==> config.mk <==
export PLATFORM = sky130hd
export DESIGN_NAME = reg_writeback_queue
export DESIGN_NICKNAME = d
export VERILOG_FILES = /design/src/rtl/reg_writeback_queue.sv
export SDC_FILE = /design/constraint.sdc
export NUM_CORES = 1
export LEC_CHECK = 0
export ABC_AREA = 1
export BUFFER_PORTS_ARGS = -buffer_cell sky130_fd_sc_hd__buf_2
export CORE_UTILIZATION = 51
export DETAILED_ROUTE_END_ITERATION = 6
export HOLD_SLACK_MARGIN = 0.1
export PLACE_DENSITY = 0.75
export SLEW_MARGIN = 40
export SYNTH_ARGS = -nofsm -noshare
export SYNTH_HDL_FRONTEND = slang
export SYNTH_SLANG_ARGS = --single-unit
==> constraint.sdc <==
create_clock -name clk -period 1.8 [get_ports clk]
set_clock_uncertainty 0.15 [all_clocks]
set_input_delay 0.36 -clock clk [delete_from_list [all_inputs] [get_ports clk]]
set_output_delay 0.36 -clock clk [all_outputs]
set_load 0.01 [all_outputs]
==> src/rtl/reg_writeback_queue.sv <==
// ---------------------------------------------------------------------------
// reg_writeback_queue
//
// Write-side sequencer for the 4x8-bit register file. Result writes from the
// execute/memory stages arrive over a valid/ready handshake and are buffered
// in a small in-order FIFO. The FIFO drains at most one entry per cycle into
// a registered output stage that drives the register file write port.
//
// An optional bypass lookup (compiled in when the macro REG_WB_BYPASS_EN is
// defined) reports the newest pending value for two lookup addresses, so the
// operand-fetch path can see data that has not yet been committed. Without
// the macro the fwd_* outputs are tied to zero and queue behaviour is
// unchanged.
//
// Parameters:
//   DEPTH       FIFO entries, a power of two, at least 2
//
// Ports:
//   clk         system clock, all state updates on the rising edge
//   reset       synchronous active-high reset, clears all state
//   flush       synchronous discard of all queued and staged writes
//   in_valid    producer has a write to enqueue
//   in_ready    queue can accept a write this cycle (not full)
//   in_reg      destination register index of the incoming write
//   in_data     value of the incoming write
//   wr_hold     register-file side stall, blocks dequeue
//   write       registered register-file write strobe
//   write_reg   registered register-file write index
//   write_data  registered register-file write data
//   chk_reg1/2  bypass lookup addresses
//   fwd_hit1/2  a pending write exists for the lookup address
//   fwd_data1/2 newest pending value for the lookup address (0 on a miss)
// ---------------------------------------------------------------------------
module reg_writeback_queue #(
    parameter int DEPTH = 4
) (
    input  logic       clk,
    input  logic       reset,
    input  logic       flush,
    input  logic       in_valid,
    output logic       in_ready,
    input  logic [1:0] in_reg,
    input  logic [7:0] in_data,
    input  logic       wr_hold,
    output logic       write,
    output logic [1:0] write_reg,
    output logic [7:0] write_data,
    input  logic [1:0] chk_reg1,
    input  logic [1:0] chk_reg2,
    output logic       fwd_hit1,
    output logic       fwd_hit2,
    output logic [7:0] fwd_data1,
    output logic [7:0] fwd_data2
);

    localparam int PTR_W = (DEPTH > 1) ? $clog2(DEPTH) : 1;
    localparam int CNT_W = PTR_W + 1;
    localparam logic [CNT_W-1:0] FULL = CNT_W'(DEPTH);

    logic [1:0]       ent_reg  [DEPTH];
    logic [7:0]       ent_data [DEPTH];
    logic [PTR_W-1:0] rd_ptr;
    logic [PTR_W-1:0] wr_ptr;
    logic [CNT_W-1:0] count;
    logic             push;
    logic             pop;

    // Ready is decoded from the occupancy alone so a full queue never
    // accepts, even in a cycle that also dequeues; this keeps in_ready free
    // of any combinational path from wr_hold.
    assign in_ready = (count != FULL);
    assign push     = in_valid && in_ready;
    assign pop      = (count != '0) && !wr_hold;

    // FIFO storage, pointers, occupancy and the registered output stage.
    // Reset outranks flush, and flush outranks any push or pop in the same
    // cycle. Flush leaves write_reg/write_data holding their old values but
    // drops the strobe, so nothing discarded ever reaches the register file.
    // Pointers are PTR_W bits wide and therefore wrap modulo DEPTH.
    always_ff @(posedge clk) begin
        if (reset) begin
            rd_ptr     <= '0;
            wr_ptr     <= '0;
            count      <= '0;
            write      <= 1'b0;
            write_reg  <= '0;
            write_data <= '0;
            for (int i = 0; i < DEPTH; i++) begin
                ent_reg[i]  <= '0;
                ent_data[i] <= '0;
            end
        end else if (flush) begin
            rd_ptr <= '0;
            wr_ptr <= '0;
            count  <= '0;
            write  <= 1'b0;
        end else begin
            write <= pop;
            if (pop) begin
                write_reg  <= ent_reg[rd_ptr];
                write_data <= ent_data[rd_ptr];
                rd_ptr     <= rd_ptr + PTR_W'(1);
            end
            if (push) begin
                ent_reg[wr_ptr]  <= in_reg;
                ent_data[wr_ptr] <= in_data;
                wr_ptr           <= wr_ptr + PTR_W'(1);
            end
            if (push && !pop) begin
                count <= count + CNT_W'(1);
            end else if (!push && pop) begin
                count <= count - CNT_W'(1);
            end
        end
    end

`ifdef REG_WB_BYPASS_EN
    logic [PTR_W-1:0] slot;

    // Bypass lookup. Candidates are visited from oldest to newest (output
    // stage first, then the FIFO from head to tail) and every match
    // overwrites the previous one, so the last match seen is the newest
    // pending value. Only occupied slots take part; a push in the current
    // cycle is not yet in the storage and is therefore invisible.
    always_comb begin
        fwd_hit1  = 1'b0;
        fwd_data1 = '0;
        fwd_hit2  = 1'b0;
        fwd_data2 = '0;
        slot      = '0;
        if (write) begin
            if (write_reg == chk_reg1) begin
                fwd_hit1  = 1'b1;
                fwd_data1 = write_data;
            end
            if (write_reg == chk_reg2) begin
                fwd_hit2  = 1'b1;
                fwd_data2 = write_data;
            end
        end
        for (int i = 0; i < DEPTH; i++) begin
            slot = rd_ptr + PTR_W'(i);
            if (CNT_W'(i) < count) begin
                if (ent_reg[slot] == chk_reg1) begin
                    fwd_hit1  = 1'b1;
                    fwd_data1 = ent_data[slot];
                end
                if (ent_reg[slot] == chk_reg2) begin
                    fwd_hit2  = 1'b1;
                    fwd_data2 = ent_data[slot];
                end
            end
        end
    end
`else
    logic unused_chk;

    // Without the bypass the lookup addresses are not needed; fold them into
    // a deliberately unused signal and hold the forwarding outputs at zero.
    assign unused_chk = ^{chk_reg1, chk_reg2};
    assign fwd_hit1   = 1'b0;
    assign fwd_hit2   = 1'b0;
    assign fwd_data1  = '0;
    assign fwd_data2  = '0;
`endif

endmodule

# Word-level counts from Yosys, hierarchy flattened
# Memory sizes are Yosys's and may differ from the RTL's. A register that Yosys moved wholly into a read port is not among the register bits.
# Cells that the tools add are included.
[op_classes]
add_sub_neg = 4
n_eq_ne = 1
n_mux = 14
bitwise_logic = 1
n_reduce_logical = 13
[ops]
columns = ["operator", "count"]
rows = [
  ["1-bit 2-to-1 mux", 8],
  ["8-bit 2-to-1 mux", 1],
  ["8-bit OR reduction", 1],
  ["2-bit 2-to-1 mux", 3],
  ["3-bit 2-to-1 mux", 2],
  ["2-bit by 1-bit adder with 2-bit output, second input constant", 2],
  ["1-bit logical AND", 4],
  ["2-bit OR reduction", 2],
  ["3-bit by 1-bit adder with 3-bit output, second input constant", 1],
  ["1-bit zero test", 3],
  ["3-bit != test, second input constant", 1],
  ["3-bit nonzero test", 1],
  ["3-bit by 1-bit subtractor with 3-bit output, second input constant", 1],
  ["2-bit AND reduction", 1],
  ["2-bit nonzero test", 1],
  ["1-bit NOT", 1],
]
[word_totals]
register_bits = 8
ram_bits = 40
in_bits = 19
output_inout_bits = 30
word_cells = 39
mem_count = 2
[memory_table]
columns = ["memory", "depth", "word_bits", "read_ports", "rd_ports_with_merged_regs", "wr", "line", "source"]
rows = [
  ["ent_data", 4, 8, 1, 1, 4, "61", "logic [7:0] ent_data [DEPTH];"],
  ["ent_reg", 4, 2, 1, 1, 4, "60", "logic [1:0] ent_reg [DEPTH];"],
]

# Logic depth before layout (Yosys ltp)
[depth]
ltp_word = 8
mapped_depth = 13
mapped_depth_nobuf = 13

# Worst setup path before layout
# Ideal clock, no wire load.
[synth_path]
kind = "register -> register"
from = "register count[0]"
to = "memory ent_data[0][0], enable pin"
setup_time_ns = 0.391
t_arrival_ns = 1.448
required_time_ns = 1.259
slack_ns = -0.188
path_stages_with_launch = 5
path_buffers = 0
period_less_slack_ns = 1.988
cell_sequence = "dfxtp_1 > nor2_2 > nand2_4 > nand4_4 > o21ai_0"
[synth_rtl]
columns = ["element", "line", "source"]
rows = [
  ["start, declared", "64", "logic [CNT_W-1:0] count;"],
  ["start signal, assigned", "110", "count <= count + CNT_W'(1);"],
  ["start signal, assigned", "112", "count <= count - CNT_W'(1);"],
  ["end, declared", "61", ""],
]

# Worst setup path in the final report
[layout_path]
from = "register count[0]"
to = "register count[2]"
[layout_between]
elab_chain_cells = 5
word_cells_on_any_way = 13
classes_between = "add/sub: 2; eq/ne: 1; mux: 2; reduce/logical: 8"
[layout_rtl]
columns = ["element"]
rows = [
  ["branches (longest 5 deep; another with 3-bit by 1-bit subtractor with 3-bit output)"],
]
# Parallel ways; which one is timed is not known. The select of a mux whose other input is x is not followed.
# A chain may end at the register's enable or synchronous reset.

==> qor.tcl <==
set qor(drive_gt1_share_pct) 22.0
set qor(synth_cell_type_count) 26
set qor(final_hold_viol_count) 0
set qor(worst_path_dominant_cell_family) {simple AND/OR/NAND/NOR gates}
set qor(power_frac_comb_pct) 15.2
set qor(pwr_dens_nw_per_um2) 884
set qor(num-nets-final) 430
set qor(largest_register_ffs) 32
set qor(grt_antenna_before_repair) 0
set qor(critPathCaptureType) {flip-flop}
set qor(worst_r2r_startpoint) {count[0]$_SDFFE_PP0P_}
set qor(post_cts_hold_buffer_count) 0
set qor(postSynthRegisterBits) 58
set qor(worstSkewPairLatency_ns) 0.34
set qor(design.die.area_um2) 6200
set qor(drt-pass1-iter-count) 4
set qor(worst_hold_endpoint) {rd_ptr[0]$_SDFFE_PP0P_}
set qor(layout_fillers) 484
set qor(ff2ff_setup_slack_ns) 0.04
set qor(timing.hold.worst.class) {input port to flip-flop}
set qor(clk_pin_slew_worst_paths_ns) 0.06
set qor(growth_of_design_area_from_synthesis_to_finish_pct) 15.3
set qor(io_pins) 49
set qor(critical_path_peak_fanout) 2
set qor(cts.sink_count) 58
set qor(critPathSlowestCell) {sky130_fd_sc_hd__fa_2}
set qor(worstPathBufferInverterCount) 2
set qor(unrepaired_setup_endpoints_after_global_routing) {yes}
set qor(first_iter_violations) 62
set qor(tritoncts) {done}
set qor(power_switching_mw) 0.800
set qor(gp_congestion) 0.801
set qor(cts_max_level) 3
set qor(wire_per_inst_um) 11.3
set qor(timing.rr.end) {count[2]$_SDFFE_PP0P_}
set qor(power_frac_clock_pct) 34.7
set qor(grt_pass1_wl_um) 9200
set qor(netlist_area_um2) 3000
set qor(cts.path.max_buffers) 2
set qor(cp_cell_sequence) {nor2_4 > nand2_2 > nand2_2 > ha_4 > inv_2 > fa_2 > inv_1 > nand2_1 > nand3_2 > nand2_1 > nand2_1 > nor2_1}
set qor(mapped_avg_cell_area_um2) 8.25
set qor(area_of_the_core_region_um2) 5570
set qor(synth_top_area_share_pct) 40.0
set qor(setup-violations-final) 0
set qor(critPathMaxStageDelay_ns) 0.36
set qor(p_leak_nw) 1.71
set qor(post_synth_main_area_contributors) {sky130_fd_sc_hd__edfxtp_1 40%, sky130_fd_sc_hd__dfxtp_1 12%, sky130_fd_sc_hd__nand2_1 11%, sky130_fd_sc_hd__inv_1 9.0%, sky130_fd_sc_hd__buf_4 5.0%}
set qor(timing.fmax_mhz) 568
set qor(finalNonFillerCells) 486
set qor(die_w_um) 78.7
set qor(grt-ovfl-total) 0
set qor(finalCriticalPeriod_ns) 1.76
set qor(post-dp-hpwl_um) 3780
set qor(power_switching_share_pct) 26.2
set qor(maxCapViolations) 0
set qor(synth.yosys.seq_area_share_pct) 52.0
set qor(syn_inst) 364
set qor(min_period_over_period_pct) 97.9
set qor(timing_max_transition_violations_final) 0
set qor(initial_utilization_pct) 53.8
set qor(reg2reg_path_depth) 12
set qor(route.vias.total) 2203
set qor(tot_gr_track_use_pct) 20.4
set qor(power.share.sequential_pct) 50.1
set qor(holdCritStartpoint) {wr_hold}
set qor(largest_net_degree_at_the_start_of_global_routing) 23
set qor(port-buffer-count) 26
set qor(run_status) {finished clean}
set qor(min_path_cells) 4
set qor(vias_per_cell) 4.53
set qor(cp_data_required_time_ns) 1.89
set qor(power.ir.vdd_worst_mv) 0.573
set qor(setup_cp_type) {flip-flop to flip-flop}
set qor(postRouteWirelength_um) 5500
set qor(antenna_violating_nets_post_route) 0
set qor(yosysWarnings) 0
set qor(cpMostUsedCell) {sky130_fd_sc_hd__nand2_1}
set qor(fp-row-count) 27
set qor(cts_made_buffers) 9
set qor(fp.dieH_um) 78.7
set qor(synth_top_area_cell) {sky130_fd_sc_hd__edfxtp_1}
set qor(cells_after_dpl) 469
set qor(critPathArrivalTime_ns) 1.85
set qor(intPower_mw) 2.26
set qor(remaining_drc_errors) 0
set qor(worstSetupStartpointType) {flip-flop}
set qor(whs_ns) 0.204
set qor(diodes) 0
set qor(cts_root_buf) {sky130_fd_sc_hd__clkbuf_8}
set qor(number_of_global_route_vias_before_repair) 2007
==> tightest hold or removal path, stage by stage <==
cell and delay [ns]:
sky130_fd_sc_hd__buf_2 0.07, sky130_fd_sc_hd__inv_1 0.07, sky130_fd_sc_hd__nand3_1 0.09, sky130_fd_sc_hd__a21oi_1 0.06
==> cell usage after synthesis (all sizes together) <==
cell type  count
nand2         92
inv           75
nor2          49
edfxtp        40
buf           28
nand3         28
nor3          20
dfxtp         18
a21oi          4
clkbuf         4
conb           1
fa             1
ha             1
nand4          1
o21ai          1
xor2           1
==> timing repair <==
item / in CTS / in global routing
setup buffers: 0 / 1
endpoints found under the hold margin: 0 / 0
resized for setup: 1 / 6
pin swaps: 0 / 6
endpoints found under the setup margin: 2 / 2
==> worst max-delay path by stage <==
stage,from,end,depth (start not counted)
6_report,count[0]$_SDFFE_PP0P_,count[2]$_SDFFE_PP0P_,12
5_1_grt,count[0]$_SDFFE_PP0P_,count[2]$_SDFFE_PP0P_,12
4_1_cts,count[1]$_SDFFE_PP0P_,count[2]$_SDFFE_PP0P_,12
3_5_place_dp,count[1]$_SDFFE_PP0P_,count[2]$_SDFFE_PP0P_,12
3_3_place_gp,count[1]$_SDFFE_PP0P_,count[2]$_SDFFE_PP0P_,12
2_1_floorplan,count[1]$_SDFFE_PP0P_,count[1]$_SDFFE_PP0P_,9
==> cell families (layout without fill, tap and decap cells) <==
group	after synthesis	after routing	synth area share, %
compound gates	5	5	0.834
xor+xnor	1	1	0.292
fa+ha+maj	2	2	1.08
buf+inv	107	140	16.9
flops	58	58	52.0
other cells	1	18	0.125
simple gates	190	190	28.7
==> power groups by stage <==
stage / logic (mW) / clock network [mW] / registers (mW)
floorplan: 0.312 / 0 / 1.57
global placement: 0.429 / 0 / 1.55
detailed placement: 0.442 / 0 / 1.56
CTS: 0.447 / 1.08 / 1.53
global route: 0.527 / 1.16 / 1.54
finish: 0.466 / 1.06 / 1.53
==> layout make-up <==
| cell class | count | area (µm²) | area share (%) |
|---|---|---|---|
| sequential | 58 | 1560 | 45.2 |
| multi-input combinational | 216 | 1030 | 29.8 |
| timing repair buffer | 49 | 315 | 9.11 |
| inverter | 75 | 284 | 8.21 |
| clock buffer | 13 | 160 | 4.63 |
| tap | 72 | 90.1 | 2.60 |
| clock inverter | 3 | 13.8 | 0.398 |
==> through the flow <==
stage	utilization (%)	instance area [µm²]	TNS [ns]	power (mW)	setup WS, ns
final	62.1	3460	0	3.06	0.0384
after global routing	62.1	3460	-0.111	3.22	-0.0904
after CTS	61.5	3430	0	3.06	0.00311
after detailed placement	58.3	3250	-0.0353	2.00	-0.0353
after global placement	58.3	3250	0	1.98	0.0248
after floorplan	-	3080	-0.00537	1.88	-0.00537
==> routing by layer <==
metal | wire [µm] | global-route usage, % | part of all wire, %
met3 | 331 | 7.59 | 6.0
met4 | 82 | 6.67 | 1.5
met5 | 0 | 0 | 0
met2 | 2720 | 34.2 | 49
met1 | 2370 | 24.1 | 43
==> cell usage in the layout (no fill, tap or decap), drive strengths merged <==
master	instances
clkinv	3
nor3	20
nand3	28
a21oi	4
ha	1
conb	18
edfxtp	40
o21ai	1
nor2	49
dfxtp	18
nand4	1
clkbuf	13
buf	49
fa	1
inv	75
nand2	92
xor2	1
No activity file was read; power rests on OpenSTA's default activity.
